==> config.mk <==
export PLATFORM = sky130hd
export DESIGN_NAME = spi_cmd_decoder
export DESIGN_NICKNAME = d
export VERILOG_FILES = /design/src/rtl/spi_cmd_decoder.sv
export SDC_FILE = /design/constraint.sdc
export NUM_CORES = 1
export LEC_CHECK = 0
export CAP_MARGIN = 20
export CORE_ASPECT_RATIO = 0.9
export CORE_MARGIN = 3
export CORE_UTILIZATION = 45
export DETAILED_ROUTE_END_ITERATION = 16
export HOLD_SLACK_MARGIN = 0.15
export PLACE_DENSITY = 0.76
export SKIP_CTS_REPAIR_TIMING = 1
export SLEW_MARGIN = 20
export SYNTH_ARGS = -nofsm -noshare
export SYNTH_HDL_FRONTEND = slang
export SYNTH_SLANG_ARGS = --single-unit
==> constraint.sdc <==
create_clock -name clk -period 2 [get_ports clk]
set_clock_uncertainty 0.05 [all_clocks]
set_input_delay 0.2 -clock clk [delete_from_list [all_inputs] [get_ports clk]]
set_output_delay 0.2 -clock clk [all_outputs]
set_load 0.02 [all_outputs]
==> src/rtl/spi_cmd_decoder.sv <==
// ---------------------------------------------------------------------------
// spi_cmd_decoder
//   Control stage of the dds voice core. It takes the byte stream from
//   spi_slave (Avalon-ST source) and decodes framed commands into per-voice
//   frequency, envelope and wave-select registers. These registers drive the
//   phase accumulators and wave muxes continuously.
//
//   Frame: OPCODE, VOICE, payload (MSB first)
//     0x01 FREQ  payload hi, lo
//     0x02 ENV   payload 1 byte
//     0x03 WAVE  payload 1 byte, low WAVE_W bits used
//
//   Optional feature macro: SPI_CMD_CHECKSUM_EN
//     When it is defined, each frame ends with one trailing byte. That byte
//     is the XOR of all earlier bytes of the frame. A frame whose checksum
//     does not match is dropped and err_stb pulses.
//
// Ports
//   clk, nreset      clock, synchronous active-low reset
//   st_valid/st_data byte stream in; st_ready is low only in COMMIT
//   freq_bus         voice v at [v*FREQ_W +: FREQ_W]
//   env_bus          voice v at [v*ENV_W  +: ENV_W]
//   wave_bus         voice v at [v*WAVE_W +: WAVE_W]
//   update_stb       1-cycle pulse on each committed register write
//   last_cmd         opcode of the last committed frame
//   err_stb          1-cycle pulse on bad opcode, bad voice, timeout or
//                    checksum fail
// ---------------------------------------------------------------------------
module spi_cmd_decoder #(
    parameter int NUM_VOICES     = 8,
    parameter int FREQ_W         = 16,
    parameter int ENV_W          = 8,
    parameter int WAVE_W         = 3,
    parameter int TIMEOUT_CYCLES = 50000
) (
    input  logic                         clk,
    input  logic                         nreset,
    input  logic                         st_valid,
    input  logic [7:0]                   st_data,
    output logic                         st_ready,
    output logic [NUM_VOICES*FREQ_W-1:0] freq_bus,
    output logic [NUM_VOICES*ENV_W-1:0]  env_bus,
    output logic [NUM_VOICES*WAVE_W-1:0] wave_bus,
    output logic                         update_stb,
    output logic [7:0]                   last_cmd,
    output logic                         err_stb
);

    localparam logic [7:0] OP_FREQ = 8'h01;
    localparam logic [7:0] OP_ENV  = 8'h02;
    localparam logic [7:0] OP_WAVE = 8'h03;

    localparam int              CNT_W    = $clog2(TIMEOUT_CYCLES + 1);
    localparam logic [CNT_W-1:0] TMO_LAST = CNT_W'(TIMEOUT_CYCLES - 1);
    localparam logic [8:0]      NV_LIM   = 9'(NUM_VOICES);

    typedef enum logic [2:0] {
        S_IDLE,
        S_VOICE,
        S_PAYLOAD,
`ifdef SPI_CMD_CHECKSUM_EN
        S_CHECK,
`endif
        S_COMMIT
    } state_t;

    state_t state, state_nxt;

    logic [7:0]                   op_q;
    logic [7:0]                   voice_q;
    logic [15:0]                  data_q;
    logic                         pay_hi_done;
    logic [CNT_W-1:0]             tmo_cnt;
    logic [NUM_VOICES*FREQ_W-1:0] freq_q;
    logic [NUM_VOICES*ENV_W-1:0]  env_q;
    logic [NUM_VOICES*WAVE_W-1:0] wave_q;
    logic                         upd_q;
    logic                         err_q;
    logic [7:0]                   last_q;
`ifdef SPI_CMD_CHECKSUM_EN
    logic [7:0]                   chk_q;
    logic                         chk_bad_q;
`endif

    logic accept;
    logic in_frame;
    logic tmo_hit;
    logic op_known;
    logic last_byte;
    logic voice_ok;

    assign op_known  = (st_data == OP_FREQ) || (st_data == OP_ENV) || (st_data == OP_WAVE);
    assign last_byte = (op_q != OP_FREQ) || pay_hi_done;
    assign voice_ok  = ({1'b0, voice_q} < NV_LIM);

    always_comb begin
        state_nxt = state;
        st_ready  = (state != S_COMMIT);
        accept    = st_valid && st_ready;
        in_frame  = (state != S_IDLE) && (state != S_COMMIT);
        // An accepted byte on the expiry edge takes priority over the timeout.
        tmo_hit   = in_frame && !accept && (tmo_cnt == TMO_LAST);

        case (state)
            S_IDLE:    if (accept && op_known) state_nxt = S_VOICE;
            S_VOICE:   if (accept) state_nxt = S_PAYLOAD;
            S_PAYLOAD: begin
                if (accept && last_byte) begin
`ifdef SPI_CMD_CHECKSUM_EN
                    state_nxt = S_CHECK;
`else
                    state_nxt = S_COMMIT;
`endif
                end
            end
`ifdef SPI_CMD_CHECKSUM_EN
            S_CHECK:   if (accept) state_nxt = S_COMMIT;
`endif
            S_COMMIT:  state_nxt = S_IDLE;
            default:   state_nxt = S_IDLE;
        endcase

        if (tmo_hit) state_nxt = S_IDLE;
    end

    always_ff @(posedge clk) begin
        if (!nreset) begin
            state       <= S_IDLE;
            op_q        <= '0;
            voice_q     <= '0;
            data_q      <= '0;
            pay_hi_done <= 1'b0;
            tmo_cnt     <= '0;
            freq_q      <= '0;
            env_q       <= '0;
            wave_q      <= '0;
            upd_q       <= 1'b0;
            err_q       <= 1'b0;
            last_q      <= '0;
`ifdef SPI_CMD_CHECKSUM_EN
            chk_q       <= '0;
            chk_bad_q   <= 1'b0;
`endif
        end else begin
            state <= state_nxt;
            upd_q <= 1'b0;
            err_q <= 1'b0;

            if (!in_frame || accept || tmo_hit)
                tmo_cnt <= '0;
            else
                tmo_cnt <= tmo_cnt + 1'b1;

            if (tmo_hit) err_q <= 1'b1;

            case (state)
                S_IDLE: begin
                    if (accept) begin
                        if (op_known) begin
                            op_q        <= st_data;
                            pay_hi_done <= 1'b0;
`ifdef SPI_CMD_CHECKSUM_EN
                            chk_q       <= st_data;
                            chk_bad_q   <= 1'b0;
`endif
                        end else begin
                            err_q <= 1'b1;
                        end
                    end
                end
                S_VOICE: begin
                    if (accept) begin
                        voice_q <= st_data;
`ifdef SPI_CMD_CHECKSUM_EN
                        chk_q   <= chk_q ^ st_data;
`endif
                    end
                end
                S_PAYLOAD: begin
                    if (accept) begin
                        // Shifting MSB-first leaves a FREQ word in data_q[15:0].
                        // A 1-byte payload ends up in data_q[7:0].
                        data_q      <= {data_q[7:0], st_data};
                        pay_hi_done <= 1'b1;
`ifdef SPI_CMD_CHECKSUM_EN
                        chk_q       <= chk_q ^ st_data;
`endif
                    end
                end
`ifdef SPI_CMD_CHECKSUM_EN
                S_CHECK: begin
                    if (accept) chk_bad_q <= (st_data != chk_q);
                end
`endif
                S_COMMIT: begin
`ifdef SPI_CMD_CHECKSUM_EN
                    if (!voice_ok || chk_bad_q) begin
`else
                    if (!voice_ok) begin
`endif
                        err_q <= 1'b1;
                    end else begin
                        upd_q  <= 1'b1;
                        last_q <= op_q;
                        for (int unsigned v = 0; v < NUM_VOICES; v++) begin
                            if (voice_q == v[7:0]) begin
                                case (op_q)
                                    OP_FREQ: freq_q[v*FREQ_W +: FREQ_W] <= data_q[FREQ_W-1:0];
                                    OP_ENV:  env_q[v*ENV_W +: ENV_W]    <= data_q[ENV_W-1:0];
                                    OP_WAVE: wave_q[v*WAVE_W +: WAVE_W] <= data_q[WAVE_W-1:0];
                                    default: ;
                                endcase
                            end
                        end
                    end
                end
                default: ;
            endcase
        end
    end

    assign freq_bus   = freq_q;
    assign env_bus    = env_q;
    assign wave_bus   = wave_q;
    assign update_stb = upd_q;
    assign err_stb    = err_q;
    assign last_cmd   = last_q;

endmodule
; ---- Word level (Yosys, flattened, before mapping)
; Index checks and enable logic that the tools add are counted.
[op_classes]
addsub = 1
magnitude_cmp = 1
n_eq_ne = 25
n_mux = 14
bitwise = 1
reduce_logical = 50
[op_table]
columns = cell, count
row1 = $reduce_and 4->1, 25
row2 = $eq 8x2->1 const B, 6
row3 = $eq 8x3->1 const B, 4
row4 = $eq 8x1->1 const B, 3
row5 = $add 16x1->16 const B, 1
row6 = $eq 16x16->1 const B, 1
row7 = $ne 2x2->1 const B, 6
row8 = $mux 3, 3
row9 = $pmux 3 s3, 1
row10 = $logic_not 8->1, 1
row11 = $lt 8x4->1 const B, 1
row12 = $mux 1, 8
row13 = $ne 8x1->1 const B, 1
row14 = $reduce_and 2->1, 4
row15 = $eq 3x2->1 const B, 2
row16 = $logic_and 1x1->1, 6
row17 = $reduce_and 3->1, 2
row18 = $logic_or 1x1->1, 5
row19 = $pmux 1 s2, 2
row20 = $reduce_or 2->1, 2
row21 = $eq 3x1->1 const B, 1
row22 = $logic_not 3->1, 1
row23 = $ne 3x2->1 const B, 1
row24 = $reduce_bool 3->1, 1
row25 = other kinds (3), 4
[word_totals]
regBits = 278
inputBits = 11
wordCells = 125

; ---- Longest topological paths before layout
[depth]
word_depth = 9
depth_mapped = 8
ltp_nobuf = 6

; ---- Worst setup path before layout
; OpenSTA, ideal clock, no wires.
[synth_path]
path_kind = reg-to-reg
startpoint = register state[0]
endpoint = register freq_q[117], in the netlist freq_bus[117]
arrival_time_ns = 2.073
required_ns = 1.818
path_slack_ns = -0.256
path_stages_with_launch = 8
path_buffers = 2
path_cell_list = dfxtp_1 -> ha_1 -> buf_2 -> inv_1 -> nor3b_1 -> nand4_2 -> buf_2 -> mux2i_1
[synth_between]
elab_chain_len = 2
[synth_lines]
columns = element, line
row1 = start: declaration, 67  ; state_t state, state_nxt;
row2 = start signal: assignment, 145  ; state <= state_nxt;
row3 = $eq 3x2->1, 156  ; case (state)
row4 = $reduce_and 4->1 (no source line), --
row5 = end signal: indexed assignment, 208  ; OP_FREQ: freq_q[v*FREQ_W +: FREQ_W] <= data_q[FREQ_W-1:0];
row6 = end: declaration, 74  ; logic [NUM_VOICES*FREQ_W-1:0] freq_q;
; Every way passes these cells.
; A chain may end at the register's enable or synchronous reset.

; ---- Worst setup path after layout
[layout_path]
startpoint = register op_q[4]
endpoint = register freq_q[61], in the netlist freq_bus[61]
[layout_between]
elab_chain_len = 2
[layout_lines]
columns = element, line
row1 = start: declaration, 69  ; logic [7:0] op_q;
row2 = start signal: assignment, 160  ; op_q <= st_data;
row3 = $eq 8x1->1, 207  ; case (op_q)
row4 = $reduce_and 4->1 (no source line), --
; Every way passes these cells.

==> results.ini <==
[outcome]
status = finished clean

[yosys]
syn_area_per_cell_um2 = 10.21
ys_async_sr_fraction = 0
synth_top_family_by_area = multiplexers
yosys_warnings = 0
yosysSeqAreaShare = 0.5276
synth-compound-area-share = 0.01429
synth_edf_count = 0
synth.area.mux_share = 0.2229
synth-simple-area-share = 0.1870
synthFlopType = dfxtp_1
netlist_area_um2 = 10510
synth_fp_nets = 1046
synth-seq-cells = 277
synthAdderAreaFrac = 0.007143
synth_xor_xnor_area_share = 0.01167
synthesis.instances = 1029
yosysUniqueCellTypes = 40

[power_and_ir_drop]
p_leak_uw = 0.005911
combPwrFrac = 0.016
power.net_switching_uw = 2308
ir_drop_mv = 0.4668
p_per_area_nw_per_um2 = 760.4
seqPwrFrac = 0.488
clkPwrFrac = 0.496
swShare = 0.2039
internal_power_uw = 9012

[worst_setup_path]
end_kind = flip-flop
start_kind = flip-flop
cp_max_fo = 8
cpMaxStageDelayCell = dfxtp_4
arrival_ns = 2.39
reg2reg_slack_ns = 0.02
critPathMaxStageDelay_ns = 0.36
critPathRequiredTime_ns = 2.41
path_cells = nor4_4 > nand4b_4 > buf_12 > nor4_4 > buf_4 > buf_12 > mux2i_2
worst-setup-path-type = flip-flop to flip-flop

[job]
maxCapViolCount = 0

[clock_network]
cts_buffers = 28
cts_root_buf = clkbuf_16
cts_max_level = 1
cts_buffer_depth = 3
clk_pin_slew_worst_paths_ns = 0.06
cts.sinks = 277
cts_tree = done
worstSkewPairLatency_ns = 0.54

[route]
ant_nets = 0
route.detailed.vias_per_inst = 5.110
first_pass_iters = 5
wl_um = 29480
drt_iter0_drc = 622
wire_per_inst_um = 18.15
drc_errors = 0
vias = 8298

[cells_and_area]
fillers = 1773
drive_above_1_share = 0.1206
syn2layout_area_growth_pct = 41.64
n_antenna_cell = 0
nets = 1322
final_common_cell = nand2_1
layout_common_cells = nand2_1 (273), dfxtp_1 (272), clkdlybuf4s50_1 (235)
fin_cells = 1624

[placed_design]
numPortBuffers = 237
dp_hpwl_um = 20290
gp_congestion = 0.8309
dp.cells = 1564

[timing]
setup_viol = 0
rsz0062_at_grt = yes
period_share = 0.9921
hold_viol_final = 0
tightest_slew_ns = 0.7445
clock.fmax_mhz = 504.0
finalSetupTns_ns = 0
slew_headroom = 0.5030
drv_slew = 0
period_minus_slack_ns = 1.984

[floorplan]
dieWidth_um = 167.1
die_h_um = 151.0
start_util = 0.4629
design.core.area_um2 = 22710
row_count = 52
io_pins = 238
dieArea_um2 = 25230

[worst_hold_path]
worstHoldPathType = primary input to flip-flop

[grt]
antenna_found_initial = 0
grt_pass1_wl_um = 45090
grt_max_degree = 65
grt_pass1_vias = 8030
grt.overflow.total = 0
grt_use_total = 0.2200

## worst paths after layout
| kind | depth (start not counted) | end | startpoint |
|---|---|---|---|
| hold / removal | 4 | data_q[5]$_SDFFE_PN0P_ | st_data[5] |
| setup / recovery | 7 | freq_bus[61]$_SDFFE_PN0P_ | op_q[4]$_SDFFE_PN0P_ |
| setup reg to reg | 7 | freq_bus[61]$_SDFFE_PN0P_ | op_q[4]$_SDFFE_PN0P_ |
| hold reg to reg | 2 | freq_bus[51]$_SDFFE_PN0P_ | freq_bus[51]$_SDFFE_PN0P_ |
## per-stage QoR
stage	setup slack, ns	total power [uW]	area (um2)	utilization	hold WS, ns
after global placement	-0.2506	5823	13710	0.6040	0.3914
after CTS	-0.1251	11390	14730	0.6485	-0.05379
final	0.01586	11320	14890	0.6556	0.3349
after global routing	-0.05098	11630	14890	0.6556	0.3601
after detailed placement	-0.2804	5823	13710	0.6040	0.3969
after floorplan	0.006310	5747	10570	-	0.2860
## cell usage after synthesis, drive strengths merged (4+ instances only)
| cell type | number | share of area |
|---|---|---|
| dfxtp | 277 | 0.53 |
| nand2 | 273 | 0.097 |
| mux2i | 234 | 0.22 |
| clkbuf | 48 | 0.017 |
| nor2 | 46 | 0.016 |
| a21oi | 20 | 0.0095 |
| nand4 | 18 | 0.016 |
| nor4 | 17 | 0.027 |
| buf | 15 | 0.0094 |
| xnor2 | 13 | 0.011 |
| and3 | 8 | 0.0048 |
| inv | 8 | 0.0029 |
| nand3 | 7 | 0.0033 |
| ha | 6 | 0.0071 |
| nor3 | 5 | 0.0024 |
| nand3b | 4 | 0.0029 |
| or2 | 4 | 0.0024 |
## kinds of logic after synthesis
group	count (synthesis)
simple gates	400
xor+xnor	14
fa+ha+maj	6
flops	277
compound gates	27
buf+inv	71
mux	234
## power by group through the flow
stage | clock network, uW | logic, uW | registers, uW
after floorplan | 0 | 102 | 5640
after global placement | 0 | 179 | 5640
after detailed placement | 0 | 178 | 5640
after CTS | 5690 | 180 | 5520
after global routing | 5910 | 199 | 5520
final | 5620 | 185 | 5520
## sequential cells by signal, summed over array words and instances (netlist names)
register / count
data_q: 16
env_bus: 64
err_stb: 1
freq_bus: 128
last_cmd: 8
op_q: 8
pay_hi_done: 1
state: 2
tmo_cnt: 16
update_stb: 1
voice_q: 8
wave_bus: 24
## final cells by class
| cell class | count | area (um2) | share of cell area |
|---|---|---|---|
| clock buffers | 43 | 847.1 | 0.05690 |
| flip-flops and latches | 277 | 5554 | 0.3731 |
| multi-input cells | 681 | 4720 | 0.3170 |
| repair buffers | 309 | 3201 | 0.2150 |
| well taps | 297 | 371.6 | 0.02496 |
| clock inverters | 9 | 163.9 | 0.01101 |
| inverters | 8 | 30.03 | 0.002017 |
## per-layer routing
layer  vias up  routed length (um)  GRT usage
met4         0                 825    0.06309
met3        50                1652    0.03758
met5         -                   0          0
met1      3984               13290     0.2961
li1       4015                   -          -
met2       249               13710     0.3679
## critical path, delay by kind of cell (launching register included)
kind	cells	cell delay, ns
and+or+nand+nor	3	0.74
buffers and inverters	3	0.52
DFF	1	0.36
muxes	1	0.23
No activity file was read; power rests on OpenSTA's default activity.
